File: config.mk
export PLATFORM = sky130hd
export DESIGN_NAME = sfx_sequencer_flat
export DESIGN_NICKNAME = d
export VERILOG_FILES = /design/src/rtl/sfx_sequencer_if.sv /design/src/rtl/sfx_sequencer.sv /design/src/flat_wrapper.sv
export SDC_FILE = /design/constraint.sdc
export NUM_CORES = 1
export LEC_CHECK = 0
export CAP_MARGIN = 20
export CELL_PAD_IN_SITES_DETAIL_PLACEMENT = 0
export CELL_PAD_IN_SITES_GLOBAL_PLACEMENT = 1
export CORE_MARGIN = 1.5
export CORE_UTILIZATION = 30
export DETAILED_ROUTE_END_ITERATION = 16
export PLACE_DENSITY_LB_ADDON = 0.1
export REMOVE_ABC_BUFFERS = 1
export SLEW_MARGIN = 20
export SYNTH_ARGS = -nofsm -noshare
export SYNTH_HDL_FRONTEND = slang
export SYNTH_SLANG_ARGS = --single-unit
File: constraint.sdc
create_clock -name clk -period 6.3 [get_ports clk]
set_input_delay 1.26 -clock clk [delete_from_list [all_inputs] [get_ports clk]]
set_output_delay 1.26 -clock clk [all_outputs]
set_load 0.1 [all_outputs]
File: src/rtl/sfx_sequencer_if.sv
// Request/output bundle between the game logic and the sound-effect sequencer.
// The master side issues the effect pulses and the slave side drives the tone controls.
interface sfx_sequencer_if;
   logic        hit_pulse;
   logic        miss_pulse;
   logic        over_pulse;
   logic        tone_en;
   logic [15:0] half_period;
   logic        busy;
   logic [1:0]  sfx_id;

   modport master (
      output hit_pulse, miss_pulse, over_pulse,
      input  tone_en, half_period, busy, sfx_id
   );

   modport slave (
      input  hit_pulse, miss_pulse, over_pulse,
      output tone_en, half_period, busy, sfx_id
   );
endinterface

File: src/rtl/sfx_sequencer.sv
// Sound-effect sequencer: turns HIT/MISS/OVER pulses into timed tone/gap segments
// for a downstream square-wave generator.
//
// state  | meaning
// IDLE   | silent, no effect in progress
// NOTE   | tone sounding at the current note's half-period
// GAP    | silent pause between notes of a multi-note effect
module sfx_sequencer #(
   parameter int CLK_FREQ    = 50_000_000,
   parameter int TICK_CYCLES = 50_000
) (
   input  logic          clk,
   input  logic          rst_n,
   sfx_sequencer_if.slave bus
);

   localparam int PW = (TICK_CYCLES > 1) ? $clog2(TICK_CYCLES) : 1;
   localparam logic [PW-1:0] PRESC_TC = PW'(TICK_CYCLES - 1);

   // half-period = CLK_FREQ / (2 * f_tone)
   localparam logic [15:0] HP_2K   = 16'(CLK_FREQ / 4000);
   localparam logic [15:0] HP_800  = 16'(CLK_FREQ / 1600);
   localparam logic [15:0] HP_600  = 16'(CLK_FREQ / 1200);
   localparam logic [15:0] HP_400  = 16'(CLK_FREQ / 800);

   localparam logic [8:0] D_HIT   = 9'd100;
   localparam logic [8:0] D_MISS  = 9'd200;
   localparam logic [8:0] D_OVER  = 9'd150;
   localparam logic [8:0] D_OLAST = 9'd300;
   localparam logic [8:0] D_GAP   = 9'd50;

   localparam logic [1:0] ID_NONE = 2'd0;
   localparam logic [1:0] ID_HIT  = 2'd1;
   localparam logic [1:0] ID_MISS = 2'd2;
   localparam logic [1:0] ID_OVER = 2'd3;

   typedef enum logic [1:0] {S_IDLE, S_NOTE, S_GAP} state_t;

   function automatic logic [15:0] note_hp(input logic [1:0] id, input logic [1:0] idx);
      logic [15:0] hp;
      hp = 16'd0;
      case (id)
         ID_HIT:  hp = HP_2K;
         ID_MISS: hp = HP_400;
         ID_OVER: begin
            case (idx)
               2'd0:    hp = HP_800;
               2'd1:    hp = HP_600;
               default: hp = HP_400;
            endcase
         end
         default: hp = 16'd0;
      endcase
      return hp;
   endfunction

   function automatic logic [8:0] note_len(input logic [1:0] id, input logic [1:0] idx);
      logic [8:0] len;
      len = 9'd1;
      case (id)
         ID_HIT:  len = D_HIT;
         ID_MISS: len = D_MISS;
         ID_OVER: len = (idx == 2'd2) ? D_OLAST : D_OVER;
         default: len = 9'd1;
      endcase
      return len;
   endfunction

   state_t          r_state, w_state;
   logic [1:0]      r_idx, w_idx;
   logic [8:0]      r_dur, w_dur;
   logic [PW-1:0]   r_presc, w_presc;
   logic            r_tone_en, w_tone_en;
   logic [15:0]     r_half_period, w_half_period;
   logic            r_busy, w_busy;
   logic [1:0]      r_sfx_id, w_sfx_id;

   logic [1:0]      w_req_id;
   logic            w_accept;
   logic            w_tick;
   logic            w_last;
   logic [1:0]      w_idx_inc;

   always_ff @(posedge clk or negedge rst_n) begin
      if (!rst_n) begin
         r_state       <= S_IDLE;
         r_idx         <= 2'd0;
         r_dur         <= 9'd0;
         r_presc       <= '0;
         r_tone_en     <= 1'b0;
         r_half_period <= 16'd0;
         r_busy        <= 1'b0;
         r_sfx_id      <= ID_NONE;
      end else begin
         r_state       <= w_state;
         r_idx         <= w_idx;
         r_dur         <= w_dur;
         r_presc       <= w_presc;
         r_tone_en     <= w_tone_en;
         r_half_period <= w_half_period;
         r_busy        <= w_busy;
         r_sfx_id      <= w_sfx_id;
      end
   end

   always_comb begin
      w_req_id = ID_NONE;
      if (bus.over_pulse)      w_req_id = ID_OVER;
      else if (bus.miss_pulse) w_req_id = ID_MISS;
      else if (bus.hit_pulse)  w_req_id = ID_HIT;

      // sfx_id doubles as the running effect's priority; it is 0 only in IDLE
      w_accept  = (w_req_id != ID_NONE) && (w_req_id >= r_sfx_id);
      w_tick    = (r_presc == PRESC_TC);
      w_last    = (r_sfx_id != ID_OVER) || (r_idx == 2'd2);
      w_idx_inc = r_idx + 2'd1;

      w_state       = r_state;
      w_idx         = r_idx;
      w_dur         = r_dur;
      w_presc       = w_tick ? '0 : r_presc + PW'(1);
      w_tone_en     = r_tone_en;
      w_half_period = r_half_period;
      w_busy        = r_busy;
      w_sfx_id      = r_sfx_id;

      if (w_accept) begin
         w_state       = S_NOTE;
         w_idx         = 2'd0;
         w_dur         = note_len(w_req_id, 2'd0) - 9'd1;
         w_presc       = '0;
         w_tone_en     = 1'b1;
         w_half_period = note_hp(w_req_id, 2'd0);
         w_busy        = 1'b1;
         w_sfx_id      = w_req_id;
      end else begin
         case (r_state)
            S_IDLE: begin
               w_presc = '0;
            end
            S_NOTE: begin
               if (w_tick) begin
                  if (r_dur == 9'd0) begin
                     if (w_last) begin
                        w_state       = S_IDLE;
                        w_idx         = 2'd0;
                        w_tone_en     = 1'b0;
                        w_half_period = 16'd0;
                        w_busy        = 1'b0;
                        w_sfx_id      = ID_NONE;
                     end else begin
                        w_state       = S_GAP;
                        w_dur         = D_GAP - 9'd1;
                        w_tone_en     = 1'b0;
                        w_half_period = 16'd0;
                     end
                  end else begin
                     w_dur = r_dur - 9'd1;
                  end
               end
            end
            S_GAP: begin
               if (w_tick) begin
                  if (r_dur == 9'd0) begin
                     w_state       = S_NOTE;
                     w_idx         = w_idx_inc;
                     w_dur         = note_len(r_sfx_id, w_idx_inc) - 9'd1;
                     w_tone_en     = 1'b1;
                     w_half_period = note_hp(r_sfx_id, w_idx_inc);
                  end else begin
                     w_dur = r_dur - 9'd1;
                  end
               end
            end
            default: begin
               w_state = S_IDLE;
            end
         endcase
      end
   end

   assign bus.tone_en     = r_tone_en;
   assign bus.half_period = r_half_period;
   assign bus.busy        = r_busy;
   assign bus.sfx_id      = r_sfx_id;

endmodule

File: src/flat_wrapper.sv
// flat-port wrapper written by rule: the top's interface ports become plain ports
module sfx_sequencer_flat 
#(
   parameter int CLK_FREQ    = 50_000_000,
   parameter int TICK_CYCLES = 50_000
)
  (clk, rst_n, bus_hit_pulse, bus_miss_pulse, bus_over_pulse, bus_tone_en, bus_half_period, bus_busy, bus_sfx_id);
  sfx_sequencer_if bus_i ();
  input  logic clk;
  input  logic rst_n;
  input wire logic [$bits(bus_i.hit_pulse)-1:0] bus_hit_pulse;
  input wire logic [$bits(bus_i.miss_pulse)-1:0] bus_miss_pulse;
  input wire logic [$bits(bus_i.over_pulse)-1:0] bus_over_pulse;
  output wire logic [$bits(bus_i.tone_en)-1:0] bus_tone_en;
  output wire logic [$bits(bus_i.half_period)-1:0] bus_half_period;
  output wire logic [$bits(bus_i.busy)-1:0] bus_busy;
  output wire logic [$bits(bus_i.sfx_id)-1:0] bus_sfx_id;
  assign bus_i.hit_pulse = bus_hit_pulse;
  assign bus_i.miss_pulse = bus_miss_pulse;
  assign bus_i.over_pulse = bus_over_pulse;
  assign bus_tone_en = bus_i.tone_en;
  assign bus_half_period = bus_i.half_period;
  assign bus_busy = bus_i.busy;
  assign bus_sfx_id = bus_i.sfx_id;
  sfx_sequencer #(.CLK_FREQ(CLK_FREQ), .TICK_CYCLES(TICK_CYCLES)) u_core (.clk(clk), .rst_n(rst_n), .bus(bus_i));
endmodule
==> impl_results.md, run 1 <==
* Worst slew margin at 0.349
* Period utilization at 0.651
* Synthesized cell area at 0.00281 sq mm
* Total iterations of the first detailed-routing run at 4
* H-tree levels at 2
* Largest net degree at the start of global routing at 44
* Initial core utilization at 0.307
* Critical R2R Capture: u_core.bus.half_period[4]$_DFFE_PN0P_
* Hold Path Class: reg2reg
* FF+latch count, synth at 43
* Worst Hold End: u_core.r_presc[0]$_DFF_PN0_
* # hold bufs at CTS at 0
* Number of port buffers at 21
* # setup viols final at 0
* Setup TNS at 0 ps
* First-pass GRT wire length at 12,200 um
* Die X at roughly 100 um
* Core Area at roughly 0.0092 sq mm
* Initial antenna violation count at 0
* Synth Instances at approximately 320
* Number of diodes at 0
* Util after Layout at 0.351
* Distinct cell type count after synthesis at 54
* GR Overflow Total at 0
* Die ar. at roughly 0.010 sq mm
* Final clock skew at around 10 ps
* Worst slew pin tran at about 1000 ps
* Reg2Reg Depth at 7
* CTS clk-pin slew, worst paths at roughly 90 ps
* Register area share after synthesis at 0.382
* Status: finished, final reports clean
* RSZ-0062 raised after global routing: false
* Crit Path Category: in2reg
* Clk sink count at 43
* CTS tree: done
* All-Layer GR Usage at 0.158
* Critical Path Fanout Max at 16
* Met3 Use GR at 0.0265
* CTS resizes at 0
* Fmax at 244 MHz
* Max clock buf depth at 2
* Cells after DPL at ~440
* Vias in the first global route at 2,352
* Arrival @ worst endpoint at around 4300 ps
* Routed Wire Length at roughly 7400 um
* R2R Path Start: u_core.r_dur[0]$_DFFE_PN0P_
* Share of layout cells above drive strength 1 at 0.0663
* Routability cong. at between 0.7 and 0.8
* Num ports at 25
* Prevailing post-synth register cell: dfrtp_1
* DP Area at just over 0.003 sq mm
* Synth warn at 0
* Clk_lat worst skew at about 300 ps
* Top Usage Layer GRT: met2
* Final nets at between 300 and 400
* Vias per Instance at 5.22
* EDFF count, synth at 0
* Max-cap viol count at 0
* Pwr dens at between 500 and 600 mW/mm^2
* Synth Area per Inst at roughly 8.8 sq um
* Met1 Track Usage GR at 0.209
* P&R area growth vs syn at 14.3%
* Critical Path Sink Type: flop
* CP Data Required Time at approximately 6500 ps
* Root buffer cell: clkbuf_8
* Number of remaining DRC errors at 0
* Worst vdd ir at 0.000292 V
* TritonCTS buffer count at 5
* Final Hold Vio Count at 0
* Non-filler cells, final at about 440
* Cell Rows at 35
* HPWL Detailed at 5290 um
* Count of final max-slew check failures at 0
* WHS Path Cells at 1
* Vias post-DR at 2,313
* Routed length per placed instance at about 17 um
* Leak pwr at between 0.001 and 0.0015 uW
* Postcts setup bufs at 0
* DRT iter0 DRCs at 137
* R2R Setup Slk at slightly above 3000 ps
* Post-route cell area at around 0.0032 sq mm
* DIE HEIGHT at around 100 um
* Fin crit period at 4100 ps
* Hold Crit Start: u_core.r_presc[0]$_DFF_PN0_
* Final ANT Viol Nets at 0
* Ys async rst share at 1.00
* Met2 Resource Use GR at 0.269
* Crit path launch type: primary input
-- metal layers --
layer / vias to the layer above / part of all wire
met5: - / 0
met4: 0 / 0.0089
met3: 5 / 0.028
met2: 36 / 0.47
met1: 1124 / 0.49
li1: 1148 / -
-- where the power goes --
part           switching, uW  internal [uW]
sequential              79.7            351
combinational            753            265
clock                    106            159
total                    938            775
-- worst max path at each step --
stage,slack (ps),to,cells after the start,startpoint
after floorplan,2650,u_core.r_dur[8]$_DFFE_PN0P_,8,bus_miss_pulse
after global placement,1880,u_core.r_presc[14]$_DFF_PN0_,8,bus_miss_pulse
after detailed placement,1850,u_core.r_presc[10]$_DFF_PN0_,8,bus_miss_pulse
after CTS,2170,u_core.r_presc[10]$_DFF_PN0_,8,bus_miss_pulse
after global routing,1830,u_core.r_presc[10]$_DFF_PN0_,8,bus_miss_pulse
final,2200,u_core.r_presc[10]$_DFF_PN0_,8,bus_miss_pulse
-- metrics by stage --
| step | power, uW | hold WS, ps | worst slack [ps] |
|---|---|---|---|
| CTS | 1730 | 463 | 2170 |
| global placement | 1460 | 445 | 1880 |
| floorplan | 1170 | 424 | 2650 |
| global route | 1830 | 485 | 1830 |
| detailed placement | 1460 | 450 | 1850 |
| finish | 1710 | 458 | 2200 |
-- area by class of cell --
cell class | count | area, sq um
inverters | 22 | 82.6
clock buffers | 6 | 72.6
well taps | 111 | 139
multi-input cells | 235 | 1560
clock inverters | 2 | 60.1
repair buffers | 24 | 230
flip-flops and latches | 43 | 1080
fillers | 956 | 5940
-- synth_stat cells, types with 3 or more instances --
| cell | count | area share |
|---|---|---|
| nor2_1 | 44 | 0.059 |
| o211ai_1 | 4 | 0.011 |
| nand3_1 | 12 | 0.021 |
| nand4_1 | 5 | 0.011 |
| buf_4 | 7 | 0.019 |
| a31oi_1 | 10 | 0.022 |
| ha_1 | 21 | 0.093 |
| xor2_1 | 6 | 0.019 |
| nor3_1 | 3 | 0.0053 |
| nand4b_1 | 4 | 0.012 |
| inv_1 | 22 | 0.029 |
| xnor2_1 | 8 | 0.025 |
| dfrtp_1 | 43 | 0.38 |
| nand2b_1 | 4 | 0.0089 |
| and3_1 | 3 | 0.0067 |
| nand2_1 | 21 | 0.028 |
| or4_1 | 3 | 0.0080 |
| o21ai_0 | 14 | 0.025 |
| clkbuf_1 | 13 | 0.017 |
| and4_1 | 3 | 0.0093 |
| a21oi_1 | 24 | 0.043 |
-- critical path, cell delays in order --
cell and delay (ps):
clkdlybuf4s50_1 470, inv_1 40, a21oi_1 360, ha_1 320, or3b_2 470, nand2_1 450
nand3_1 630, a21oi_1 300
-- flip-flops by register name (all words and copies together), names as in the netlist --
| signal | flops |
|---|---|
| u_core.bus.busy | 1 |
| u_core.r_dur | 9 |
| u_core.bus.sfx_id | 2 |
| u_core.bus.half_period | 10 |
| u_core.r_idx | 2 |
| u_core.r_presc | 16 |
| u_core.bus.tone_en | 1 |
| u_core.r_state | 2 |
-- cells in the final DEF, fill, tap and decap left out, types with 4 or more instances in the layout --
| cell type | n |
|---|---|
| nor2_1 | 44 |
| dfrtp_1 | 43 |
| a21oi_1 | 24 |
| inv_1 | 22 |
| nand2_1 | 21 |
| ha_1 | 21 |
| clkdlybuf4s50_1 | 20 |
| o21ai_0 | 14 |
| nand3_1 | 12 |
| a31oi_1 | 10 |
| xnor2_1 | 8 |
| xor2_1 | 6 |
| nand4_1 | 5 |
| clkbuf_8 | 5 |
| nand4b_1 | 4 |
| nand2b_1 | 4 |
| o211ai_1 | 4 |
| buf_4 | 4 |
-- cells by family after synthesis --
family | after synthesis | share of synthesized area
xor+xnor | 14 | 0.0436
fa+ha+maj | 21 | 0.0934
flops | 43 | 0.382
compound gates | 77 | 0.192
simple gates | 119 | 0.217
buf+inv | 43 | 0.0671
mux | 1 | 0.00400
other cells | 1 | 0.00133
Power figures use the tool's default switching activity.
==> run 2, diff against run 1 <==
Clock period 6.3 ns to 3.9 ns, I/O delays scaled along.
==> run 2 against run 1 <==
  * Core utilization unchanged
  * First-iteration DRC count shrank 29%
  * Sequential share of layout area stayed put
  * Clock power rose by 13%
  * Final cell count increased by 1.1%
  * Combinational power rose by 63%
  * Largest cell class unchanged
==> impl_results.md, run 2 (same netlist as run 1, synthesis figures left out) <==
* Non-filler cells, final at 448 (+1.1%)
* Count of final max-slew check failures at 0 (unchanged)
* Clock power frac at 0.113 (-0.041)
* RSZ-0062 raised after global routing: false
* Largest net degree at the start of global routing at 44 (unchanged)
* Period utilization at 0.778
* Core Area at 0.00915 sq mm (unchanged)
* Final nets at 363 (+1.7%)
* CP Data Required Time at 4040 ps (-2480 ps)
* H-tree levels at 2 (unchanged)
* Critical Path Sink Type: flop
* R2R Path Start: u_core.r_presc[12]$_DFF_PN0_
* Leak pwr at 0.00134 uW (+0.82%)
* Crit path launch type: primary input
* Sw Pwr at 1500 uW (+60%)
* Die ar. at 0.00997 sq mm (unchanged)
* Reg2Reg Depth at 5 (-2)
* Final Hold Vio Count at 0 (unchanged)
* Die X at 99.9 um (unchanged)
* Max FFs per register at 16 (unchanged)
* Worst slew pin tran at 973 ps (+0.331 ps)
* Fmax at approximately 330 MHz
* Pwr dens at 824 mW/mm^2 (+55%)
* Vias in the first global route at 2,278 (-3.1%)
* Hold Crit Start: u_core.r_presc[0]$_DFF_PN0_
* HPWL Detailed at 5340 um (+1.1%)
* Status: finished, final reports clean
* Critical Path Fanout Max at 26 (+10)
* Routability cong. at 0.773 (-1.8%)
* Postcts setup bufs at 0 (unchanged)
* Num ports at 25 (unchanged)
* DRT iter0 DRCs at 97 (-29%)
* GR Overflow Total at 0 (unchanged)
* Share of layout cells above drive strength 1 at 0.0831 (+0.0168)
* Initial antenna violation count at 0 (unchanged)
* Vias post-DR at 2,322 (+0.39%)
* Routed Wire Length at 7380 um (-0.51%)
* Worst Hold End: u_core.r_presc[0]$_DFF_PN0_
* Final clock skew at 7.12 ps (-3.19 ps)
* Internal cell power at 1150 uW (+48%)
* Fin crit period at between 3000 and 4000 ps
* Worst vdd ir at 0.000525 V (+79%)
* Cell Rows at 35 (unchanged)
* First-pass GRT wire length at 12,300 um (+0.79%)
* CTS tree: done
* Commonest non-fill, non-tap cell in the layout: nor2_1
* Most frequent cells in the layout: nor2_1, dfrtp_1, a21oi_1, inv_1
* P&R area growth vs syn at 14.3% (unchanged)
* Comb power frac at 0.625 (+0.031)
* DIE HEIGHT at 99.9 um (unchanged)
* Number of port buffers at 21 (unchanged)
* Root buffer cell: clkbuf_8
* Routed length per placed instance at 16.5 um (-1.6%)
* # setup viols final at 0 (unchanged)
* Initial core utilization at 0.307 (unchanged)
* CTS clk-pin slew, worst paths at 80 ps (about the same)
* TritonCTS buffer count at 5 (unchanged)
* Max clock buf depth at 2 (unchanged)
* Overall power at 2650 uW (+55%)
* All-Layer GR Usage at 0.160 (+0.00210)
* Number of diodes at 0 (unchanged)
* Largest Register: u_core.r_presc
* DP Area at 0.00313 sq mm (+1.5%)
* Final ANT Viol Nets at 0 (unchanged)
* Post-route cell area at 0.00322 sq mm (unchanged)
* Clk_lat worst skew at 300 ps (about the same)
* Number of remaining DRC errors at 0 (unchanged)
* Critical R2R Capture: u_core.bus.half_period[4]$_DFFE_PN0P_
* R2R Setup Slk at 1060 ps (-1990 ps)
* CTS resizes at 0 (unchanged)
* Crit Path Category: in2reg
* Hold Path Class: reg2reg
* Worst slew margin at 0.349 (about the same)
* Arrival @ worst endpoint at 3170 ps (-1150 ps)
* Setup TNS at 0 ps (unchanged)
* Total iterations of the first detailed-routing run at 4 (unchanged)
* Max-cap viol count at 0 (unchanged)
* WHS Path Cells at 1 (unchanged)
* Cells after DPL at 441 (+1.4%)
* Util after Layout at 0.351 (unchanged)
* Clk sink count at 43 (unchanged)
* # hold bufs at CTS at 0 (unchanged)
* Flop pwr share at 0.263 (+0.012)
* Vias per Instance at 5.18 (-0.73%)
* Crit. Startpoint: bus_miss_pulse
* Sw Share at 0.567 (+0.0190)
[run 2: cell types whose count changed in the layout (fill, tap and decap cells not counted), sizes merged]
| cell | change |
|---|---|
| bufinv | -2 |
| buf | +6 |
| clkinv | +1 |
[run 2: worst max path at each step]
| stage | endpoint | slack, ps |
|---|---|---|
| floorplan | u_core.r_dur[8]$_DFFE_PN0P_ | 550 |
| global placement | u_core.bus.half_period[9]$_DFFE_PN0P_ | 570 |
| detailed placement | u_core.bus.half_period[14]$_DFFE_PN0P_ | 500 |
| CTS | u_core.bus.half_period[14]$_DFFE_PN0P_ | 820 |
| global route | u_core.bus.half_period[12]$_DFFE_PN0P_ | 580 |
| finish | u_core.bus.half_period[9]$_DFFE_PN0P_ | 870 |
[run 2: routing by layer]
metal,global-route usage,part of all wire,vias up
met5,0,0,-
met4,0.0520,0.019,0
met3,0.0265,0.022,14
met2,0.258,0.47,36
met1,0.219,0.49,1113
li1,-,-,1159
[run 2: layout make-up]
class / instances / area (sq um)
clock buffer: 6 / 82.6
inverter: 22 / 82.6
sequential: 43 / 1080
tap: 111 / 139
multi-input combinational: 235 / 1560
clock inverter: 1 / 5.00
fill: 959 / 5940
timing repair buffer: 30 / 275
[run 2: worst max-delay path, stage by stage]
cell and delay, ps:
clkdlybuf4s50_1 470, inv_1 40, a21oi_1 180, ha_1 270, or3b_2 480, nand2_1 90, buf_4 300, o311ai_4 320
nor2_1 170, a31oi_1 60
[run 2: metrics by stage]
step           hold slack (ps)  worst slack [ps]
2_1_floorplan              424               548
3_3_place_gp               442               568
3_5_place_dp               462               497
4_1_cts                    474               824
5_1_grt                    504               584
6_report                   472               866
[run 2: power groups by stage]
| stage | sequential [uW] | combinational, uW | clock, uW |
|---|---|---|---|
| after CTS | 698 | 1670 | 317 |
| after global routing | 719 | 1790 | 331 |
| final | 697 | 1660 | 298 |
| after floorplan | 1270 | 628 | 0 |
| after detailed placement | 707 | 1670 | 0 |
| after global placement | 707 | 1670 | 0 |
